## config.mk

```make
export PLATFORM = sky130hd
export DESIGN_NAME = dma_buffer_reader
export DESIGN_NICKNAME = d
export VERILOG_FILES = /design/src/rtl/dma_buffer_reader.sv
export SDC_FILE = /design/constraint.sdc
export NUM_CORES = 1
export LEC_CHECK = 0
export ABC_AREA = 1
export CORE_UTILIZATION = 51
export DETAILED_ROUTE_END_ITERATION = 10
export GPL_TIMING_DRIVEN = 0
export PLACE_DENSITY = 0.92
export SYNTH_ARGS = -nofsm -noshare
export SYNTH_HDL_FRONTEND = slang
export SYNTH_SLANG_ARGS = --single-unit
```

## constraint.sdc

```tcl
create_clock -name clock -period 2.66 [get_ports clock]
set_clock_uncertainty 0.05 [all_clocks]
set_input_delay 0.532 -clock clock [delete_from_list [all_inputs] [get_ports clock]]
set_output_delay 0.532 -clock clock [all_outputs]
set_load 0.1 [all_outputs]
```

## src/rtl/dma_buffer_reader.sv

```systemverilog
`default_nettype none
// ============================================================================
// Module   : dma_buffer_reader
// Purpose  : Drain engine for the DMA staging buffer. Reads a block of words
//            through the SSRAM asynchronous read port. Splits the block into
//            bus bursts and presents each word on the system-bus write side
//            with request/grant and stall handling.
// Revision : 1.0 - initial release
// ----------------------------------------------------------------------------
// Ports
//   clock, reset       single clock, synchronous active-high reset
//   start              one-cycle command pulse, honoured only when idle
//   startAddress       first buffer entry of the block
//   wordCount          block length in words, 0..nrOfEntries
//   burstSize          maximum words per bus burst, 1..maxBurstSize
//   busy, done         transfer in progress / one-cycle completion pulse
//   bufferAddress      SSRAM read address (the read pointer itself)
//   bufferData         combinational SSRAM read data for bufferAddress
//   busRequest         bus request, held across the whole transfer
//   busGrant           arbiter grant
//   beginTransaction   one-cycle burst-start pulse, with burstLength
//   burstLength        words in the burst being started
//   writeData          registered data beat, qualified by dataValid
//   busStall           slave back-pressure; the current beat is held
//   endTransaction     one-cycle burst-end pulse
// ============================================================================
module dma_buffer_reader #(
  parameter  int bitwidth     = 32,
  parameter  int nrOfEntries  = 512,
  parameter  int maxBurstSize = 16,
  localparam int c_aw         = $clog2(nrOfEntries),
  localparam int c_bw         = $clog2(maxBurstSize) + 1
) (
  input  logic                clock,
  input  logic                reset,
  input  logic                start,
  input  logic [c_aw-1:0]     startAddress,
  input  logic [c_aw:0]       wordCount,
  input  logic [c_bw-1:0]     burstSize,
  output logic                busy,
  output logic                done,
  output logic [c_aw-1:0]     bufferAddress,
  input  logic [bitwidth-1:0] bufferData,
  output logic                busRequest,
  input  logic                busGrant,
  output logic                beginTransaction,
  output logic [c_bw-1:0]     burstLength,
  output logic [bitwidth-1:0] writeData,
  output logic                dataValid,
  input  logic                busStall,
  output logic                endTransaction
);

  // Compare width wide enough for both the remaining count and the burst size
  localparam int c_cw = ((c_aw + 1) > c_bw) ? (c_aw + 1) : c_bw;

  localparam logic [c_aw:0]   c_rem_one  = 1;
  localparam logic [c_bw-1:0] c_beat_one = 1;
  localparam logic [c_aw-1:0] c_ptr_one  = 1;

  typedef enum logic [2:0] {
    S_IDLE    = 3'd0,
    S_REQUEST = 3'd1,
    S_BEGIN   = 3'd2,
    S_DATA    = 3'd3,
    S_END     = 3'd4
  } state_t;

  state_t                r_state;
  logic [c_aw:0]         r_remaining;
  logic [c_bw-1:0]       r_burst_size;
  logic [c_bw-1:0]       r_beats_left;
  logic [c_aw-1:0]       r_read_pointer;
  logic                  r_busy;
  logic                  r_done;
  logic                  r_bus_request;
  logic                  r_begin;
  logic [c_bw-1:0]       r_burst_length;
  logic [bitwidth-1:0]   r_write_data;
  logic                  r_data_valid;
  logic                  r_end;

  logic [c_cw-1:0]       w_rem_ext;
  logic [c_cw-1:0]       w_bs_ext;
  logic [c_bw-1:0]       w_burst_len;
  logic                  w_beat_accepted;
  logic                  w_last_beat;

  assign w_rem_ext = c_cw'(r_remaining);
  assign w_bs_ext  = c_cw'(r_burst_size);

  // When fewer words remain than a full burst, the remaining count fits in
  // the burst-length width, so the narrow slice is lossless on that branch.
  assign w_burst_len = (w_rem_ext < w_bs_ext) ? r_remaining[c_bw-1:0] : r_burst_size;

  assign w_beat_accepted = r_data_valid && !busStall;
  assign w_last_beat     = (r_beats_left == c_beat_one);

  always_ff @(posedge clock) begin
    if (reset) begin
      r_state        <= S_IDLE;
      r_remaining    <= '0;
      r_burst_size   <= '0;
      r_beats_left   <= '0;
      r_read_pointer <= '0;
      r_busy         <= 1'b0;
      r_done         <= 1'b0;
      r_bus_request  <= 1'b0;
      r_begin        <= 1'b0;
      r_burst_length <= '0;
      r_write_data   <= '0;
      r_data_valid   <= 1'b0;
      r_end          <= 1'b0;
    end else begin
      r_done  <= 1'b0;
      r_begin <= 1'b0;
      r_end   <= 1'b0;

      case (r_state)
        S_IDLE: begin
          if (start) begin
            if (wordCount == '0) begin
              r_done <= 1'b1;
            end else begin
              r_remaining    <= wordCount;
              r_read_pointer <= startAddress;
              r_burst_size   <= burstSize;
              r_busy         <= 1'b1;
              r_bus_request  <= 1'b1;
              r_state        <= S_REQUEST;
            end
          end
        end

        S_REQUEST: begin
          if (busGrant) begin
            r_begin        <= 1'b1;
            r_burst_length <= w_burst_len;
            r_beats_left   <= w_burst_len;
            r_state        <= S_BEGIN;
          end
        end

        S_BEGIN: begin
          // Prefetch the first beat; the pointer then runs one word ahead
          r_write_data   <= bufferData;
          r_read_pointer <= r_read_pointer + c_ptr_one;
          r_data_valid   <= 1'b1;
          r_state        <= S_DATA;
        end

        S_DATA: begin
          if (w_beat_accepted) begin
            r_remaining  <= r_remaining - c_rem_one;
            r_beats_left <= r_beats_left - c_beat_one;
            if (w_last_beat) begin
              r_data_valid <= 1'b0;
              r_end        <= 1'b1;
              r_state      <= S_END;
            end else begin
              r_write_data   <= bufferData;
              r_read_pointer <= r_read_pointer + c_ptr_one;
            end
          end
        end

        S_END: begin
          // Request stays asserted between bursts; a new grant is awaited
          if (r_remaining != '0) begin
            r_state <= S_REQUEST;
          end else begin
            r_busy        <= 1'b0;
            r_bus_request <= 1'b0;
            r_done        <= 1'b1;
            r_state       <= S_IDLE;
          end
        end

        default: r_state <= S_IDLE;
      endcase
    end
  end

  assign busy             = r_busy;
  assign done             = r_done;
  assign bufferAddress    = r_read_pointer;
  assign busRequest       = r_bus_request;
  assign beginTransaction = r_begin;
  assign burstLength      = r_burst_length;
  assign writeData        = r_write_data;
  assign dataValid        = r_data_valid;
  assign endTransaction   = r_end;

endmodule
`default_nettype wire

```

==> results summary, run 1 <==
The actual transition at the worst max-transition pin is roughly 1000 ps. The worst setup path is of the reg2out kind. Clock tree synthesis selected as its root buffer the cell sky130_fd_sc_hd__clkbuf_8. In this run the tool buffered the top-level ports with between 100 and 150 buffer cells. The final routed wire length divided by cell count came out at ~13 um.

Summed over all layers, the routed wires come to between 10 and 15 mm. The floorplan die width is around 87 um. The floorplan step set the die height to ~87 um. The post-route setup TNS came out at 0 ps. The count of cells resized by post-cts repair is 0. In this run the worst hold path is classified as reg2reg. The total congestion overflow is 0. The clock transition at the register clock pins on the worst setup and hold paths after CTS is about 80 ps. The total number of clock tree sinks came out at 74. The max-slew violation count was 0.

Synthesis inferred 74 register bits. The maximum single-stage delay on the critical path came out at about 1200 ps. Detailed placement finished with a half-perimeter wire length of about 7.7 mm. The worst register-to-register path has a depth of 8. For the worst-skew pair, the clock arrives at the later sink with an insertion delay of approximately 350 ps.

The buffers inserted during post-CTS setup optimization came out at 0. The number of routed nets with antenna violations came out at 0. The hold-fix buffer count after cts is 0.

Of the synthesized area, sequential elements account for 0.400. The average instance area after synthesis came out at around 6.6 um^2. The max-cap check violation count came out at 0. The share of layout cells above drive strength 1 came out at 0.0642.

The cell row count is 30. The synthesized net count is about 630. TritonCTS built the clock tree. The largest buffer count on any clock path is 2. After global routing, the most crowded layer is met2.

The sort of element at the end of the critical path is an output pin. The critical path depth in cells is 1. For this run, global-route usage on met2 was measured as 0.489.

The number of top-level pins came out at 113. The global routing met3 resource utilization came out at 0.0578. The total inserted antenna cells is 0. The required time at the endpoint of the critical path came out at 2080 ps. The number of hold-slack violations in the final timing report is 0. The floorplan core area came out at slightly below 7000 um^2. Counting I/O delays and the setup requirement, the final critical path takes approximately 2600 ps.

The number of antenna violations at the first check in global routing was 0. The setup violation total in the final timing report is 0. The synthesized netlist occupies a cell area of between 3000 and 4000 um^2. The flow ran to the end, and the final reports show no timing, DRC or antenna violations. The combined buffer and inverter count along the critical path came out at 1.

The number of buffers created by CTS came out at 9. The worst setup path is launched from a register. Setup repair after global routing left no endpoint under its margin. The die area is roughly 7600 um^2. Among all stages on the critical path, the largest delay is contributed by sky130_fd_sc_hd__clkdlybuf4s50_1. The initial core utilization came out at 0.537. The count of TritonRoute iterations in the first routing pass came out at 5. Yosys mapped the design onto 31 distinct sky130hd cell types. The first global-routing pass estimated about 16 mm of wire. The number of warnings printed during yosys synthesis is 0. The number of stages on the worst hold path came out at 2. The routed layout has 3967 vias. The congestion estimate from routability-driven global placement came to between 0.8 and 0.9. The maximum achievable frequency is between 300 and 400 MHz. Walking the worst path, the cells encountered are clkdlybuf4s50_1. The maximum fanout count along the critical path is 6.

Data on the critical path arrives at its endpoint at between 1500 and 2000 ps. Synthesis produced 558 cells. The via count of the first global-routing pass came out at approximately 3600. The global routing met1 resource utilization came out at 0.319. The detail-routed via count per cell came out at about 5.1.

The DRC violation count after routing is 0. The largest net degree at the start of global routing is 14. The area growth from synthesis to layout came out at 37.8%. The family of cells with the greatest summed delay on the critical path is buffers and inverters. The worst pin sits at a relative slew slack of 0.332.

The final clock period utilization by the worst path came out at 0.965. The initial detailed-routing violation count came out at around 230. The number of nets in the finished design is 750.

The global-route usage over all layers is 0.274. The deepest level of the CTS H-tree is 3.
## synth_stat cells
| cell type | n | area (um^2) |
|---|---|---|
| sky130_fd_sc_hd__a21oi_1 | 33 | 165 |
| sky130_fd_sc_hd__a21oi_4 | 1 | 16.3 |
| sky130_fd_sc_hd__and2_1 | 1 | 6.26 |
| sky130_fd_sc_hd__buf_2 | 5 | 25.0 |
| sky130_fd_sc_hd__buf_4 | 4 | 30.0 |
| sky130_fd_sc_hd__buf_6 | 1 | 11.3 |
| sky130_fd_sc_hd__clkbuf_1 | 11 | 41.3 |
| sky130_fd_sc_hd__dfxtp_1 | 74 | 1480 |
| sky130_fd_sc_hd__ha_1 | 9 | 113 |
| sky130_fd_sc_hd__inv_1 | 52 | 195 |
| sky130_fd_sc_hd__inv_2 | 5 | 18.8 |
| sky130_fd_sc_hd__nand2_1 | 129 | 484 |
| sky130_fd_sc_hd__nand2_2 | 4 | 25.0 |
| sky130_fd_sc_hd__nand2_4 | 1 | 11.3 |
| sky130_fd_sc_hd__nand3_1 | 24 | 120 |
| sky130_fd_sc_hd__nand3_2 | 2 | 20.0 |
| sky130_fd_sc_hd__nand3b_1 | 1 | 7.51 |
| sky130_fd_sc_hd__nand4_1 | 5 | 31.3 |
| sky130_fd_sc_hd__nor2_1 | 110 | 413 |
| sky130_fd_sc_hd__nor2_2 | 1 | 6.26 |
| sky130_fd_sc_hd__nor2_4 | 1 | 11.3 |
| sky130_fd_sc_hd__nor2_8 | 1 | 20.0 |
| sky130_fd_sc_hd__nor3_1 | 2 | 10.0 |
| sky130_fd_sc_hd__o211ai_1 | 1 | 7.51 |
| sky130_fd_sc_hd__o21ai_0 | 62 | 310 |
| sky130_fd_sc_hd__o21ai_1 | 7 | 35.0 |
| sky130_fd_sc_hd__o21ai_2 | 1 | 8.76 |
| sky130_fd_sc_hd__o21bai_1 | 2 | 15.0 |
| sky130_fd_sc_hd__or2_2 | 1 | 6.26 |
| sky130_fd_sc_hd__xnor2_1 | 3 | 26.3 |
| sky130_fd_sc_hd__xor2_1 | 4 | 35.0 |
## final timing paths
path	slack, ps	start	endpoint
setup / recovery	90	bufferAddress[5]	bufferAddress[5]
hold / removal	430	r_burst_size[0]	r_burst_size[0]
setup reg to reg	680	r_remaining[4]	r_beats_left[2]
hold reg to reg	430	r_burst_size[0]	r_burst_size[0]
## cells by family after synthesis
| family | synth area share |
|---|---|
| fa+ha+maj | 0.0304 |
| compound gates | 0.151 |
| flops | 0.400 |
| buf+inv | 0.0867 |
| simple gates | 0.316 |
| xor+xnor | 0.0165 |
## final cells by class
cell class / count / area, um^2
inverters: 57 / 214
well taps: 96 / 120
plain buffers: 21 / 108
clock buffers: 9 / 124
clock inverters: 7 / 46.3
fillers: 556 / 1800
multi-input cells: 406 / 1900
repair buffers: 111 / 1110
flip-flops and latches: 74 / 1480
## through the flow
stage | setup WS [ps] | area (um^2) | util | hold WS [ps] | cells
after floorplan | 571 | 3710 | - | 387 | 558
after global placement | 379 | 4940 | 0.715 | 405 | 765
after detailed placement | 274 | 4940 | 0.715 | 419 | 765
after CTS | 94.1 | 5110 | 0.740 | 430 | 781
after global routing | 43.5 | 5110 | 0.740 | 455 | 781
final | 92.0 | 5110 | 0.740 | 425 | 781
## registers in the layout, summed over array words and instances (netlist names)
signal            flops
endTransaction        1
dataValid             1
busRequest            1
beginTransaction      1
burstLength           5
r_remaining          10
r_beats_left          5
r_burst_size          5
done                  1
writeData            32
bufferAddress         9
r_state               3
## routing by layer
layer | wire length [um] | vias up | share of wire
li1 | - | 2012 | -
met1 | 4260 | 1795 | 0.41
met2 | 5160 | 141 | 0.50
met3 | 662 | 19 | 0.064
met4 | 196 | 0 | 0.019
met5 | 0 | - | 0
## cells in the final DEF, fill, tap and decap left out
cell | synthesis | final
sky130_fd_sc_hd__clkbuf_8 | 0 | 9
sky130_fd_sc_hd__nand4_1 | 5 | 5
sky130_fd_sc_hd__nor2_2 | 1 | 1
sky130_fd_sc_hd__and2_1 | 1 | 1
sky130_fd_sc_hd__inv_1 | 52 | 52
sky130_fd_sc_hd__buf_2 | 5 | 5
sky130_fd_sc_hd__ha_1 | 9 | 9
sky130_fd_sc_hd__xnor2_1 | 3 | 3
sky130_fd_sc_hd__o21ai_2 | 1 | 1
sky130_fd_sc_hd__xor2_1 | 4 | 4
sky130_fd_sc_hd__clkinv_2 | 0 | 3
sky130_fd_sc_hd__clkinv_4 | 0 | 1
sky130_fd_sc_hd__nor2_8 | 1 | 1
sky130_fd_sc_hd__buf_4 | 4 | 4
sky130_fd_sc_hd__nand2_1 | 129 | 129
sky130_fd_sc_hd__nand2_4 | 1 | 1
sky130_fd_sc_hd__clkbuf_1 | 11 | 11
sky130_fd_sc_hd__buf_6 | 1 | 1
sky130_fd_sc_hd__o21bai_1 | 2 | 2
sky130_fd_sc_hd__o211ai_1 | 1 | 1
sky130_fd_sc_hd__o21ai_1 | 7 | 7
sky130_fd_sc_hd__nand2_2 | 4 | 4
sky130_fd_sc_hd__nand3b_1 | 1 | 1
sky130_fd_sc_hd__a21oi_1 | 33 | 33
sky130_fd_sc_hd__dfxtp_1 | 74 | 74
sky130_fd_sc_hd__inv_2 | 5 | 5
sky130_fd_sc_hd__o21ai_0 | 62 | 62
sky130_fd_sc_hd__nor2_4 | 1 | 1
sky130_fd_sc_hd__nor3_1 | 2 | 2
sky130_fd_sc_hd__a21oi_4 | 1 | 1
sky130_fd_sc_hd__or2_2 | 1 | 1
sky130_fd_sc_hd__nand3_1 | 24 | 24
sky130_fd_sc_hd__clkdlybuf4s50_1 | 0 | 111
sky130_fd_sc_hd__clkinvlp_4 | 0 | 3
sky130_fd_sc_hd__nor2_1 | 110 | 110
sky130_fd_sc_hd__nand3_2 | 2 | 2
Power of run 1 is not shown: default switching activity piles up to over one toggle a cycle in this logic, so the estimate is an artifact.
==> run 2, diff against run 1 <==
- CORE_UTILIZATION: 51 -> 52
- CTS_BUF_LIST: default -> sky130_fd_sc_hd__clkbuf_4 sky130_fd_sc_hd__clkbuf_8
- PLACE_DENSITY: 0.92 -> 0.93
- clock period: 2.66 -> 3.3 ns (I/O delays scaled with it)
==> run 2 against run 1 <==
First-iteration DRC count grew 29%. Critical path depth is the same. Register-to-register slack improved by 570 ps. Non-clock buffer count did not move. Routed wire length increased by 11%. Highest routed layer unchanged. Flip-flop and latch count unchanged. Global-route usage rose by 3.6 points. Clock-buffer cell count up 2. Critical path type unchanged. Setup slack better by 530 ps. Worst hold slack improved by 4.9 ps. Cell area rose by 2.0%. Critical endpoint is now bufferAddress[4].
==> results summary, run 2 (synthesis gave the netlist of run 1 again) <==
The count of cells resized by post-cts repair came out at 0. The largest net degree at the start of global routing came out at 13. The deepest level of the CTS H-tree is 3.

The largest buffer count on any clock path is 2. Among cell families on the critical path, the largest total delay comes from buffers and inverters. 0 antenna diodes ended up in the layout. After detailed routing, the average wire length per cell comes to 14.6 um. The wire length of the first global-routing pass came out at 18.1 mm.

The number of hold-slack violations in the final timing report is 0. At the pin with the least slew margin, the transition time is around 1000 ps. The largest single stage delay on the critical path is approximately 1200 ps. The initial core utilization came out at 0.543. Setup repair after global routing left no endpoint under its margin.

The number of standard cells in the layout, taps in and fillers out is 781. In this run, the number of DRC markers left after iteration 0 of detailed routing was 295. The vertical extent of the die is around 86 um. The via count of the first global-routing pass came out at slightly above 4000. The clock root buffer master is sky130_fd_sc_hd__clkbuf_8. The startpoint identified for the worst register-to-register timing path is r_remaining[4]. The kind of path behind the tightest hold check is reg2reg. Dividing total power by cell area gives a power density of 1220 nW/um^2. The hold-fix buffer count after cts came out at 0. The combined buffer and inverter count along the critical path is 1. In the layout the commonest cells are 129 x sky130_fd_sc_hd__nand2_1, 111 x sky130_fd_sc_hd__clkdlybuf4s50_1, 110 x sky130_fd_sc_hd__nor2_1, 74 x sky130_fd_sc_hd__dfxtp_1, 62 x sky130_fd_sc_hd__o21ai_0.

The setup violation total in the final timing report came out at 0. Traced cell by cell, the critical path runs through clkdlybuf4s50_1. For this design the static power due to leakage is ~0.0023 uW. The worst endpoint data arrival time came out at between 1500 and 2000 ps. The maximum fanout count along the critical path came out at 6.

On the critical path, the stage with the largest delay is an instance of sky130_fd_sc_hd__clkdlybuf4s50_1. The post-route setup TNS came out at 0 ps. The cell row count is 30. The placed instance count came out at between 700 and 800. The max-cap check violation count came out at 0. Total power for the finished layout comes to between 6000 and 7000 uW. Leaving out fill and tap cells, the most frequent cell in the layout is sky130_fd_sc_hd__nand2_1.

STA classifies the critical path endpoint as an output pin. Across all register-to-register paths, the minimum setup slack is 1250 ps. The total congestion overflow is 0. The routed via count came out at 4165. The type of the setup path with the least slack is reg2out. The number of antenna violations at the first check in global routing came to 0. The number of top-level pins came out at between 100 and 150. For this run, the share of the core covered by cells in the final layout is 0.762.

Counting every sink on the clock net gives between 70 and 80. The smallest clock period supported by the final layout is computed as approximately 2700 ps. In this run the worst setup path terminates at bufferAddress[4]. The buffers inserted during post-CTS setup optimization came out at 0. The number of flip-flops under the largest register name is 32.

TritonCTS built the clock tree. In this run the number of cells on the critical path is 1. The number of nets in the finished design is 750. The clock transition at the register clock pins on the worst setup and hold paths after CTS came out at 80 ps.

The DRC violation count after routing is 0. Dividing the final minimum period by the clock period gives 0.812. The die area came out at 7470 um^2. The worst register-to-register path ends at r_beats_left[2]. The largest voltage drop on the vdd net is between 0.9 and 1 mV. The final standard cell area without fillers is 5210 um^2. The worst relative slew slack came out at 0.309.

The detail-routed via count per cell is approximately 5.3. The worst setup path is launched from a register. The detail route stage leaves a number of antenna-violating nets equal to 0. In the global route stage, overall resource usage came out at 0.310. The count of TritonRoute iterations in the first routing pass is 7. The required time at the endpoint of the critical path is approximately 2600 ps. Once detailed placement completed, the half-perimeter wirelength came to 8.04 mm. The flow ran to the end, and the final reports show no timing, DRC or antenna violations. The area growth from synthesis to layout is 40.5%.

The floorplan die width came out at 86.4 um. The max-slew violation count was 0. The routed wire length is approximately 11 mm.

The worst setup path startpoint is bufferAddress[4]. The depth of the worst register-to-register path is 8. The core region is around 6800 um^2. The maximum achievable frequency came out at about 370 MHz. The placed instance area came out at 4940 um^2. Routability-driven placement finished with a final weighted congestion of between 0.9 and 1. Buffers inserted during clock tree synthesis total 9. In the final layout, the share of cells above drive strength 1 is 0.0642. The number of I/O port buffers came out at between 100 and 150. The later pin in the worst-skew pair is clocked with a latency of between 300 and 400 ps.
## run 2: cell types whose count changed in the layout (fill, tap and decap cells not counted)
cell | previous run | this run
sky130_fd_sc_hd__clkinv_4 | 1 | 0
sky130_fd_sc_hd__clkbuf_4 | 0 | 1
sky130_fd_sc_hd__bufinv_16 | 0 | 4
sky130_fd_sc_hd__clkbuf_8 | 9 | 10
sky130_fd_sc_hd__clkinvlp_4 | 3 | 0
sky130_fd_sc_hd__clkinv_2 | 3 | 1
## run 2: stage by stage
stage,setup WS [ps],hold slack (ps)
2_1_floorplan,1210,387
3_3_place_gp,905,405
3_5_place_dp,767,411
4_1_cts,614,422
5_1_grt,552,451
6_report,620,430
## run 2: power breakdown
group / switching (uW) / internal (uW) / leakage, uW / total [uW]
sequential: 255 / 1210 / 0.000608 / 1460
combinational: 2930 / 1020 / 0.00151 / 3950
clock: 344 / 607 / 0.000137 / 951
total: 3530 / 2830 / 0.00226 / 6360
## run 2: cell type report
type	count	area [um^2]
sequential	74	1480
timing repair buffer	111	1110
inverter	57	214
clock buffer	11	145
tap	96	120
clock inverter	5	125
fill	495	1620
buffer	21	108
multi-input combinational	406	1900
## run 2: how the worst min path moves through the flow
stage / start / endpoint / slack (ps) / depth (start not counted)
final: r_burst_size[0] / r_burst_size[0] / 430 / 2
after global routing: writeData[15] / writeData[15] / 450 / 2
after CTS: r_burst_size[0] / r_burst_size[0] / 420 / 2
after detailed placement: r_burst_size[0] / r_burst_size[0] / 410 / 2
after global placement: r_burst_size[0] / r_burst_size[0] / 400 / 2
after floorplan: r_burst_size[0] / r_burst_size[0] / 390 / 2
## run 2: layer usage
| layer | track usage | share of wire | wire length, um |
|---|---|---|---|
| met1 | 0.341 | 0.38 | 4350 |
| met2 | 0.548 | 0.50 | 5720 |
| met3 | 0.0619 | 0.066 | 757 |
| met4 | 0.198 | 0.050 | 574 |
| met5 | 0 | 0 | 0 |
Note: power is estimated with default switching activity, not from simulation.
==> run 3, diff against run 2 <==
- CORE_UTILIZATION: 52 -> 49
- PLACE_DENSITY: 0.93 -> 0.89
- clock period: 3.3 -> 2.6 ns (I/O delays scaled with it)
==> run 3 against run 2 <==
Setup slack worse by 550 ps. Total power up 23%. Final cell count up 0.38%. Largest cell class unchanged.
==> results summary, run 3 (synthesis gave the netlist of run 1 again) <==
For this design, the slowest cell found on the critical path is sky130_fd_sc_hd__clkdlybuf4s50_1. The number of standard cells in the layout, taps in and fillers out is 784. The number of hold-slack violations in the final timing report came out at 0. The detail-routed via count per cell came out at about 5.2.

The worst hold path passes through 2 cells. The worst setup path is captured at an output pin. The cell row count came out at 31. The number of clock buffers added by TritonCTS is 9. The kind of path behind the tightest hold check is reg2reg. The cell sitting at the root of the clock tree is a sky130_fd_sc_hd__clkbuf_8. The initial utilization of the core area, before any placement, comes to 0.508. TritonCTS built the clock tree. The maximum single-stage delay on the critical path is between 1000 and 1500 ps.

The initial detailed-routing violation count came out at 183. The setup violation total in the final timing report came out at 0. The share of layout cells above drive strength 1 came out at 0.0642.

The count of TritonRoute iterations in the first routing pass is 5. The worst setup path startpoint is bufferAddress[4]. The global-route usage over all layers came out at 0.276.

The routed wire length is 10.7 mm. The total congestion overflow is 0. The required time at the endpoint of the critical path came out at 2030 ps. In the final routed layout, each cell accounts on average for roughly 14 um.

The largest voltage drop on the vdd net is 0.891 mV. The actual transition at the worst max-transition pin is ~1000 ps. The type of the setup path with the least slack is reg2out. The combined buffer and inverter count along the critical path is 1. The routed via count came out at a little over 4000. After detailed placement, the total cell area comes to 4940 um^2. The buffers inserted during post-CTS setup optimization is 0. The worst endpoint data arrival time came out at between 1500 and 2000 ps. The floorplan core area came out at 7290 um^2. The via count of the first global-routing pass was 3668. The kind of launch point of the worst setup path is a register.

The cell family contributing the most delay on the critical path is buffers and inverters. The number of antenna violations at the first check in global routing came out at 0. The die is roughly 90 um wide. The run finished with clean final reports.

Counting cells, the worst reg-to-reg path comes to 8. The repair_antennas step left the layout with diodes totalling 0. Buffers inserted to repair hold after CTS numbered 0. The worst setup slack for register-to-register paths came out at just under 600 ps.

In this run the critical register-to-register path is launched from r_remaining[4]. Dividing total power by cell area gives a power density of about 1500 nW/um^2. During placement, the flow inserted port buffers numbering around 110. After routing the design area is slightly above 5000 um^2. For this design, the sink count on the clock tree is 74. The endpoint with the worst hold slack is r_burst_size[0].

In the final timing run, aggregate negative setup slack is 0 ps. The placed instance count came out at about 770. The top cell types in the final layout, fill and taps aside, are 129 x sky130_fd_sc_hd__nand2_1, 110 x sky130_fd_sc_hd__nor2_1, 110 x sky130_fd_sc_hd__clkdlybuf4s50_1, 74 x sky130_fd_sc_hd__dfxtp_1, 62 x sky130_fd_sc_hd__o21ai_0. The deepest level of the CTS H-tree is 3. The number of flip-flops under the largest register name came out at 32. The signal on the critical path passes through clkdlybuf4s50_1.

The number of routed nets with antenna violations is 0. Pin placement for this block handled between 100 and 150 I/O pins. The die area is 7920 um^2. The later pin in the worst-skew pair is clocked with a latency of 360 ps. The design draws 7830 uW. Once detailed placement completed, the half-perimeter wirelength came to roughly 8 mm. Counting along the longest clock path gives a buffer depth of 2. Setup repair after global routing left no endpoint under its margin.

The last weighted congestion value of the routability-driven placer came out at between 0.8 and 0.9. The most common cell after layout, fill and taps aside is sky130_fd_sc_hd__nand2_1. The worst relative slew slack came out at 0.323. The net count of the finished layout is 750. The worst flop-to-flop path endpoint is r_beats_left[1]. From synthesis to final layout, the design area changed by 39.4%. The wire length of the first global-routing pass came out at around 17 mm. The maximum fanout count along the critical path came out at 6. For this design the static power due to leakage is around 0.0022 uW. Entering global routing, the biggest net connects 15 pins.

The max-slew violation count came to 0. The maximum achievable frequency is 395 MHz. Clock-pin slew was measured on the worst setup and hold paths at roughly 80 ps. The max-cap check violation count came out at 0.

The DRC violation count after routing came out at 0. The worst hold path startpoint is r_burst_size[0]. Dividing the final minimum period by the clock period gives 0.973.

In this run, post-CTS repair resized a total of 0 instances. The final critical-path required period came out at approximately 2500 ps. In this run the vertical extent of the chip is ~89 um.
==> run 3: cell types whose count changed in the layout (fill, tap and decap cells not counted), sizes merged <==
cell,previous run,this run
bufinv,4,2
clkbuf,22,20
clkdlybuf4s50,111,110
clkinv,1,3
dlymetal6s2s,0,1
inv,57,59
==> run 3: how the worst max path moves through the flow <==
stage | endpoint | cells past startpoint
final | bufferAddress[4] | 1
after global routing | bufferAddress[4] | 1
after CTS | bufferAddress[5] | 1
after detailed placement | r_remaining[8] | 9
after global placement | r_remaining[5] | 9
after floorplan | bufferAddress[6] | 8
==> run 3: area by class of cell <==
class	count	area, um^2
fillers	618	2120
clock inverters	7	100
multi-input cells	406	1900
plain buffers	21	108
clock buffers	9	124
well taps	99	124
inverters	57	214
flip-flops and latches	74	1480
repair buffers	111	1110
==> run 3: power by group <==
part	internal (uW)	switching [uW]	total [uW]
Combinational	1290	3670	4970
Clock	549	477	1030
Sequential	1530	307	1840
Total	3370	4460	7830
==> run 3: worst min-delay path: stages (launching register included) <==
cell and delay (ps):
sky130_fd_sc_hd__dfxtp_1 330, sky130_fd_sc_hd__inv_1 60, sky130_fd_sc_hd__a21oi_1 50
==> run 3: stage by stage <==
stage               utilization  hold slack (ps)  setup slack, ps
global route              0.709              459             24.3
finish                    0.709              427             70.0
CTS                       0.708              428             35.4
detailed placement        0.678              417              298
global placement          0.678              403              334
floorplan                     -              387              511
==> run 3: metal layers <==
layer  global-route usage  vias up  wire (um)
met2                0.471      147       5280
li1                     -     2014          -
met4                0.146        0        349
met5                    0        -          0
met1                0.326     1849       4510
met3               0.0591       32        602
